--- src/rtl/cmp_lock_tracker.sv ---
// rtl/cmp_lock_tracker.sv - lock/unlock hysteresis tracker for 2-bit comparator flags
// Optional saturating gt/lt statistics enabled by defining CMP_LOCK_STATS_EN.
module cmp_lock_tracker #(
  parameter int LOCK_N   = 4,
  parameter int UNLOCK_N = 2,
  parameter int CNT_W    = 8
) (
  input  logic             clk,
  input  logic             rst_n,
  input  logic             clr,
  input  logic             in_valid,
  input  logic             a_eq_b,
  input  logic             a_gr_b,
  input  logic             a_ls_b,
  output logic             locked,
  output logic             lock_pulse,
  output logic             unlock_pulse,
  output logic             err,
  output logic [1:0]       last_dir,
  output logic [CNT_W-1:0] gt_cnt,
  output logic [CNT_W-1:0] lt_cnt
);

  typedef enum logic [1:0] {UNLOCKED, ACQUIRE, LOCKED, RELEASE} state_t;

  localparam logic [7:0] LOCK_V   = 8'(LOCK_N);
  localparam logic [7:0] UNLOCK_V = 8'(UNLOCK_N);

  state_t     state, state_n;
  logic [7:0] run, run_n, miss, miss_n;
  logic       lock_pulse_n, unlock_pulse_n, err_n;
  logic [1:0] last_dir_n;
  logic [2:0] flags;
  logic       legal, illegal, is_eq, is_gt, is_lt;

  assign flags   = {a_eq_b, a_gr_b, a_ls_b};
  assign legal   = in_valid && (flags == 3'b100 || flags == 3'b010 || flags == 3'b001);
  assign illegal = in_valid && !legal;
  assign is_eq   = legal && a_eq_b;
  assign is_gt   = legal && a_gr_b;
  assign is_lt   = legal && a_ls_b;

  assign locked  = (state == LOCKED) || (state == RELEASE);

  always_ff @(posedge clk or negedge rst_n) begin
    if (!rst_n) begin
      state        <= UNLOCKED;
      run          <= 8'd0;
      miss         <= 8'd0;
      lock_pulse   <= 1'b0;
      unlock_pulse <= 1'b0;
      err          <= 1'b0;
      last_dir     <= 2'b00;
    end else if (clr) begin
      state        <= UNLOCKED;
      run          <= 8'd0;
      miss         <= 8'd0;
      lock_pulse   <= 1'b0;
      unlock_pulse <= 1'b0;
      err          <= 1'b0;
      last_dir     <= 2'b00;
    end else begin
      state        <= state_n;
      run          <= run_n;
      miss         <= miss_n;
      lock_pulse   <= lock_pulse_n;
      unlock_pulse <= unlock_pulse_n;
      err          <= err_n;
      last_dir     <= last_dir_n;
    end
  end

  // Illegal samples leave legal=0, so the FSM and counters hold automatically.
  always_comb begin
    state_n = state;
    run_n   = run;
    miss_n  = miss;
    if (legal) begin
      case (state)
        UNLOCKED: begin
          if (is_eq) begin
            if (LOCK_N == 1) begin
              state_n = LOCKED;
            end else begin
              state_n = ACQUIRE;
              run_n   = 8'd1;
            end
          end
        end
        ACQUIRE: begin
          if (is_eq) begin
            if (run + 8'd1 == LOCK_V) begin
              state_n = LOCKED;
              run_n   = 8'd0;
            end else begin
              run_n = run + 8'd1;
            end
          end else begin
            state_n = UNLOCKED;
            run_n   = 8'd0;
          end
        end
        LOCKED: begin
          if (!is_eq) begin
            if (UNLOCK_N == 1) begin
              state_n = UNLOCKED;
            end else begin
              state_n = RELEASE;
              miss_n  = 8'd1;
            end
          end
        end
        RELEASE: begin
          if (is_eq) begin
            state_n = LOCKED;
            miss_n  = 8'd0;
          end else if (miss + 8'd1 == UNLOCK_V) begin
            state_n = UNLOCKED;
            miss_n  = 8'd0;
          end else begin
            miss_n = miss + 8'd1;
          end
        end
        default: state_n = UNLOCKED;
      endcase
    end
  end

  always_comb begin
    lock_pulse_n   = (state_n == LOCKED) && (state == UNLOCKED || state == ACQUIRE);
    unlock_pulse_n = (state_n == UNLOCKED) && (state == LOCKED || state == RELEASE);
    err_n          = illegal;
    last_dir_n     = last_dir;
    if (is_gt) begin
      last_dir_n = 2'b10;
    end else if (is_lt) begin
      last_dir_n = 2'b01;
    end
  end

`ifdef CMP_LOCK_STATS_EN
  always_ff @(posedge clk or negedge rst_n) begin
    if (!rst_n) begin
      gt_cnt <= '0;
      lt_cnt <= '0;
    end else if (clr) begin
      gt_cnt <= '0;
      lt_cnt <= '0;
    end else begin
      if (is_gt && gt_cnt != {CNT_W{1'b1}}) gt_cnt <= gt_cnt + 1'b1;
      if (is_lt && lt_cnt != {CNT_W{1'b1}}) lt_cnt <= lt_cnt + 1'b1;
    end
  end
`else
  assign gt_cnt = '0;
  assign lt_cnt = '0;
`endif

endmodule
--- config.mk ---
export PLATFORM = sky130hd
export DESIGN_NAME = cmp_lock_tracker
export DESIGN_NICKNAME = d
export VERILOG_FILES = /design/src/rtl/cmp_lock_tracker.sv
export SDC_FILE = /design/constraint.sdc
export NUM_CORES = 1
export LEC_CHECK = 0
export CAP_MARGIN = 20
export CORE_ASPECT_RATIO = 2
export CORE_UTILIZATION = 40
export CTS_CLUSTER_SIZE = 24
export DETAILED_ROUTE_END_ITERATION = 8
export GPL_TIMING_DRIVEN = 0
export SLEW_MARGIN = 0
export SYNTH_ARGS = -nofsm -noshare
export SYNTH_HDL_FRONTEND = slang
export SYNTH_SLANG_ARGS = --single-unit
--- constraint.sdc ---
create_clock -name clk -period 3.6 [get_ports clk]
set_input_delay 0.72 -clock clk [delete_from_list [all_inputs] [get_ports clk]]
set_output_delay 0.72 -clock clk [all_outputs]
set_load 0.02 [all_outputs]
# Yosys cells after proc, flatten, opt, wreduce, memory -nomap -nowiden
# Cells that the tools add are included.
[classes]
n_reduce_logical = 20
eq_ne = 11
addsub = 2
muxes = 27
[ops]
columns = ["cell", "n"]
rows = [
  ["two-way mux 8 bit", 10],
  ["one-hot mux 8 bit (2 select lines)", 2],
  ["two-way mux 2 bit", 11],
  ["adder 8 x 1 -> 8 bit, second input constant", 2],
  ["nonzero test 3 bit", 3],
  ["equality test 8 x 2 -> 1 bit, second input constant", 1],
  ["equality test 8 x 3 -> 1 bit, second input constant", 1],
  ["one-hot mux 2 bit (4 select lines)", 1],
  ["logical AND 1 bit", 7],
  ["equality test 2 bit, second input constant", 3],
  ["inequality test 3 bit, second input constant", 2],
  ["AND reduction 3 bit", 2],
  ["logical NOT 2 bit", 2],
  ["logical OR 1 bit", 4],
  ["equality test 3 x 1 -> 1 bit, second input constant", 1],
  ["equality test 3 x 2 -> 1 bit, second input constant", 1],
  ["equality test 3 bit, second input constant", 1],
  ["two-way mux 1 bit", 3],
  ["equality test 2 x 1 -> 1 bit, second input constant", 1],
  ["nonzero test 2 bit", 1],
  ["logical NOT 1 bit", 1],
]
[word_totals]
out_inout_bits = 22
regBits = 23
inputBits = 7

# Logic depth before layout (Yosys ltp)
# Gate-level depths: netlist (run 1).
[depth]
depth_word = 11
depth_mapped = 7
mapped_depth_nobuf = 6

# Least setup slack after synthesis (run 1)
# Ideal clock, no wire load.
[synth_path]
path_type = "input-to-reg"
start = "in a_gr_b"
end = "reg miss[1]"
setup_ns = 0.121
slack_ns = 1.725
arrival_ns = 1.754
path_stages = 4
n_path_buf = 0
cell_sequence = "or3b_1 o22ai_1 a31oi_2 a22o_1"
[synth_between]
elab_chain_len = 9
word_cells_on_any_way = 14
cone_classes = "eq/ne: 4; mux: 4; reduce/logical: 6"
[synth_rtl]
columns = ["element", "line", "rtl"]
rows = [
  ["start, declared", "13", "input logic a_gr_b,"],
  ["equality test 3 bit or equality test 3 x 2 -> 1 bit (tied branches)", "37", "assign legal = in_valid && (flags == 3'b100 || flags == 3'b010 || flags == 3'b001);"],
  ["logical OR 1 bit", "37", ""],
  ["logical OR 1 bit *", "37", ""],
  ["logical AND 1 bit *", "37", ""],
  ["logical AND 1 bit", "39", "assign is_eq = legal && a_eq_b;"],
  ["two-way mux 8 bit", "114", "if (is_eq) begin"],
  ["one-hot mux 8 bit (2 select lines)", "79", "case (state)"],
  ["two-way mux 8 bit", "78", "if (legal) begin"],
  ["two-way mux 8 bit", "54", "end else if (clr) begin"],
  ["end signal, assigned", "65", "miss <= miss_n;"],
  ["end, declared", "30", "logic [7:0] run, run_n, miss, miss_n;"],
]
# Every way passes the cells marked *; elsewhere a longest branch is shown, timed or not. The select of a mux whose other input is x is not followed.
# A chain may end at the register's enable or synchronous reset.

# Worst setup path after layout (run 1)
[layout_path]
start = "reg state[1]"
end = "out locked"
[layout_between]
elab_chain_len = 2
word_cells_on_any_way = 3
cone_classes = "eq/ne: 2; reduce/logical: 1"
[layout_rtl]
columns = ["element", "line", "rtl"]
rows = [
  ["start, declared", "29", "state_t state, state_n;"],
  ["start signal, assigned", "63", "state <= state_n;"],
  ["equality test 2 bit", "43", "assign locked = (state == LOCKED) || (state == RELEASE);"],
  ["logical OR 1 bit *", "43", ""],
  ["end, declared", "15", "output logic locked,"],
]
# Every way passes the cells marked *; elsewhere a longest branch is shown, timed or not.

==> results of run 1 <==
logic make-up (layout without fill, tap and decap cells):
| logic type | after synthesis | in the layout | share of synthesized area [%] |
|---|---|---|---|
| compound gates | 46 | 46 | 19.7 |
| xor+xnor | 5 | 5 | 3.39 |
| flops | 23 | 23 | 38.0 |
| other cells | 1 | 16 | 0.247 |
| simple gates | 64 | 64 | 25.2 |
| buf+inv | 27 | 43 | 11.1 |
| fa+ha+maj | 3 | 3 | 2.48 |
cells in the mapped netlist (2+ instances only):
master and count:
xnor2_1 3, nand2b_1 3, dfrtp_1 23, a22o_1 2, o31ai_1 6, a31oi_1 2, or3_1 3, nor2_1 16
or4_1 2, nand3_1 6, a31oi_2 2, buf_2 2, o21ai_1 17, and2_1 2, a21oi_1 5, nor3_2 3
and3_1 5, buf_4 17, nand4_1 3, inv_1 6, clkbuf_1 2, nand2_1 6, o2bb2ai_1 2, nor3_1 5
o21ai_0 4, ha_1 3
layer usage:
metal | vias to the layer above | global-route usage, % | share of wire (%)
li1 | 642 | - | -
met1 | 630 | 18.5 | 35
met2 | 16 | 35.5 | 62
met3 | 5 | 1.82 | 1.3
met4 | 0 | 7.44 | 1.9
met5 | - | 0 | 0
state kept, by name (all words and copies together), names as in the netlist:
signal        cells
err               1
miss              8
last_dir          2
state             2
lock_pulse        1
run               8
unlock_pulse      1
report_power, final:
part | internal (mW) | switching (mW)
combinational | 0.0313 | 0.0461
sequential | 0.262 | 0.00342
clock | 0.0792 | 0.0829
per-stage QoR:
| stage | hold WS, ns | cell area, um2 |
|---|---|---|
| 4_1_cts | 0.513 | 1790 |
| 3_3_place_gp | 0.496 | 1740 |
| 6_report | 0.502 | 1800 |
| 3_5_place_dp | 0.501 | 1740 |
| 2_1_floorplan | 0.424 | 1570 |
| 5_1_grt | 0.538 | 1800 |
placed cells by master (no fill, tap or decap), types with 6 or more instances in the layout:
| cell | netlist | routed |
|---|---|---|
| o21ai_1 | 17 | 17 |
| conb_1 | 1 | 16 |
| o31ai_1 | 6 | 6 |
| nor2_1 | 16 | 16 |
| buf_4 | 17 | 17 |
| clkdlybuf4s50_1 | 0 | 11 |
| nand3_1 | 6 | 6 |
| inv_1 | 6 | 6 |
| dfrtp_1 | 23 | 23 |
| nand2_1 | 6 | 6 |
final cells by class:
class / count / area [um2] / area share, %
Multi-Input combinational cell: 134 / 828 / 45.9
Sequential cell: 23 / 576 / 31.9
Buffer: 21 / 145 / 8.05
Timing Repair Buffer: 12 / 125 / 6.94
Tap cell: 49 / 61.3 / 3.40
Clock buffer: 4 / 45.0 / 2.50
Inverter: 6 / 22.5 / 1.25
worst paths after layout:
check	startpoint	to	slack, ns	cells past startpoint
max in group asynchronous	rst_n	state[1]	2.37	2
min in group asynchronous	rst_n	run[2]	0.77	1
min reg2reg	run[7]	run[7]	0.50	1
max reg2reg	miss[2]	miss[0]	1.82	5
min	run[7]	run[7]	0.50	1
max	state[1]	locked	1.18	3
==> metrics.yaml, run 1 <==
yosys:
  synth.area.top_cells: "dfrtp_1 38%, buf_4 8.4%, o21ai_1 5.6%"
  synth_top_cell_area_share_pct: 38.0
  synth-edff-count: 0
  yosys_warnings: 0
  seq_area_frac_synth_pct: 38.0
  synth_area_per_cell_um2: 8.97
  yosysTopAreaCell: "dfrtp_1"
  synth_area_um2: 1520
  ys.flop_type: "dfrtp_1"
  ys_ff_latch: 23
  synth_cells: 169
  synth_cell_type_count: 45
  synth_async_sr_flop_share_pct: 100
placement:
  dp_cells: 244
  portBuffers: 11
  place_hpwl_um: 2530
  gp_congestion: 0.790
  dp_slack_ns: 0.986
drt:
  wl_per_cell_um: 13.2
  wl_um: 3280
  drt_pass1_iterations: 4
  drt_iter0_markers: 24
  vias: 1293
  drtAntennaViolNets: 0
  drc: 0
  avgViaCountPerCell: 5.19
power:
  peakVddDrop_mv: 0.188
  p_leak_nw: 0.826
  power_density_nw_per_um2: 280
  p_total_mw: 0.505
sta:
  fin_crit_sh_pct: 67.2
  timing.fmax_ghz: 0.413
  rsz0062_at_grt: "no"
  fin_skew_ns: 0.00210
  slew_violations: 0
  period_needed_ns: 2.42
  setup_ws_ns: 1.18
  tns_ns: 0
  setup_viol: 0
  hold_viol: 0
worst_setup_path:
  startpoint_type: "flip-flop"
  slowest_stage: "clkdlybuf4s50_1"
  critPathMaxStageDelay_ns: 0.59
  crit_chain: "clkbuf_1 > clkbuf_1 > clkdlybuf4s50_1"
  required_ns: 2.88
  cp-end-kind: "output port"
  cpMostUsedCell: "clkbuf_1"
  arrival_ns: 1.70
  critPathTopFamily: "buffers and inverters"
  cp_num_buf_inv: 3
  crit_fanout: 10
  crit_type: "flip-flop to output port"
final_layout:
  antennaDiodeCount: 0
  fin_cells: 249
  num-fill-cells: 360
  syn_to_final_growth_pct: 19.0
  drive_gt1_share_pct: 16.5
  fin_nets: 211
  utilization_pct: 50.0
grt:
  grt_max_degree: 24
  grt_pass1_vias: 1198
  grt_first_pass_wirelength_um: 5410
  grt_antenna_before_repair: 0
  grt_remaining_overflow: 0
  grtUsageTotal_pct: 18.3
clocking:
  cts_buffers: 3
  cts_setup_buffers: 0
  cts_sinks: 23
  htreeDepth: 1
  clock_latency_ns: 0.27
  cts.clk_slew.worst_paths_ns: 0.08
  cts_buffer_depth: 2
  postCtsResizedCells: 0
  hold_buffers: 0
  cts_root_buffer: "clkbuf_8"
  cts_tree: "built"
floorplanning:
  core_um2: 3610
  dieArea_um2: 4050
  fp.dieW_um: 45.5
  die-height_um: 89.0
  boundaryPins: 29
  start_util_pct: 42.0
  rows: 31
run:
  cap_viol_max_count: 0
run_status:
  status: "finished clean"
worst_hold_path:
  min_path_type: "flip-flop to flip-flop"
Power figures use the tool's default switching activity.
==> inputs of run 2 (changes only) <==
Clock period 3.6 ns to 2.4 ns, I/O delays scaled along.
==> results of run 2 <==
The final DEF is identical to that of run 1. Status: finished clean.
Among the figures that moved: setup slack after placement 0.986 ns -> 0.0259 ns; setup slack after layout 1.18 ns -> 0.221 ns; hold slack 0.502 ns -> 0.455 ns; register-to-register setup slack 1.82 ns -> 0.62 ns; end point of the worst hold path run[7] -> last_dir[0]; total power 0.505 mW -> 0.757 mW; worst IR drop on VDD 0.188 mV -> 0.283 mV
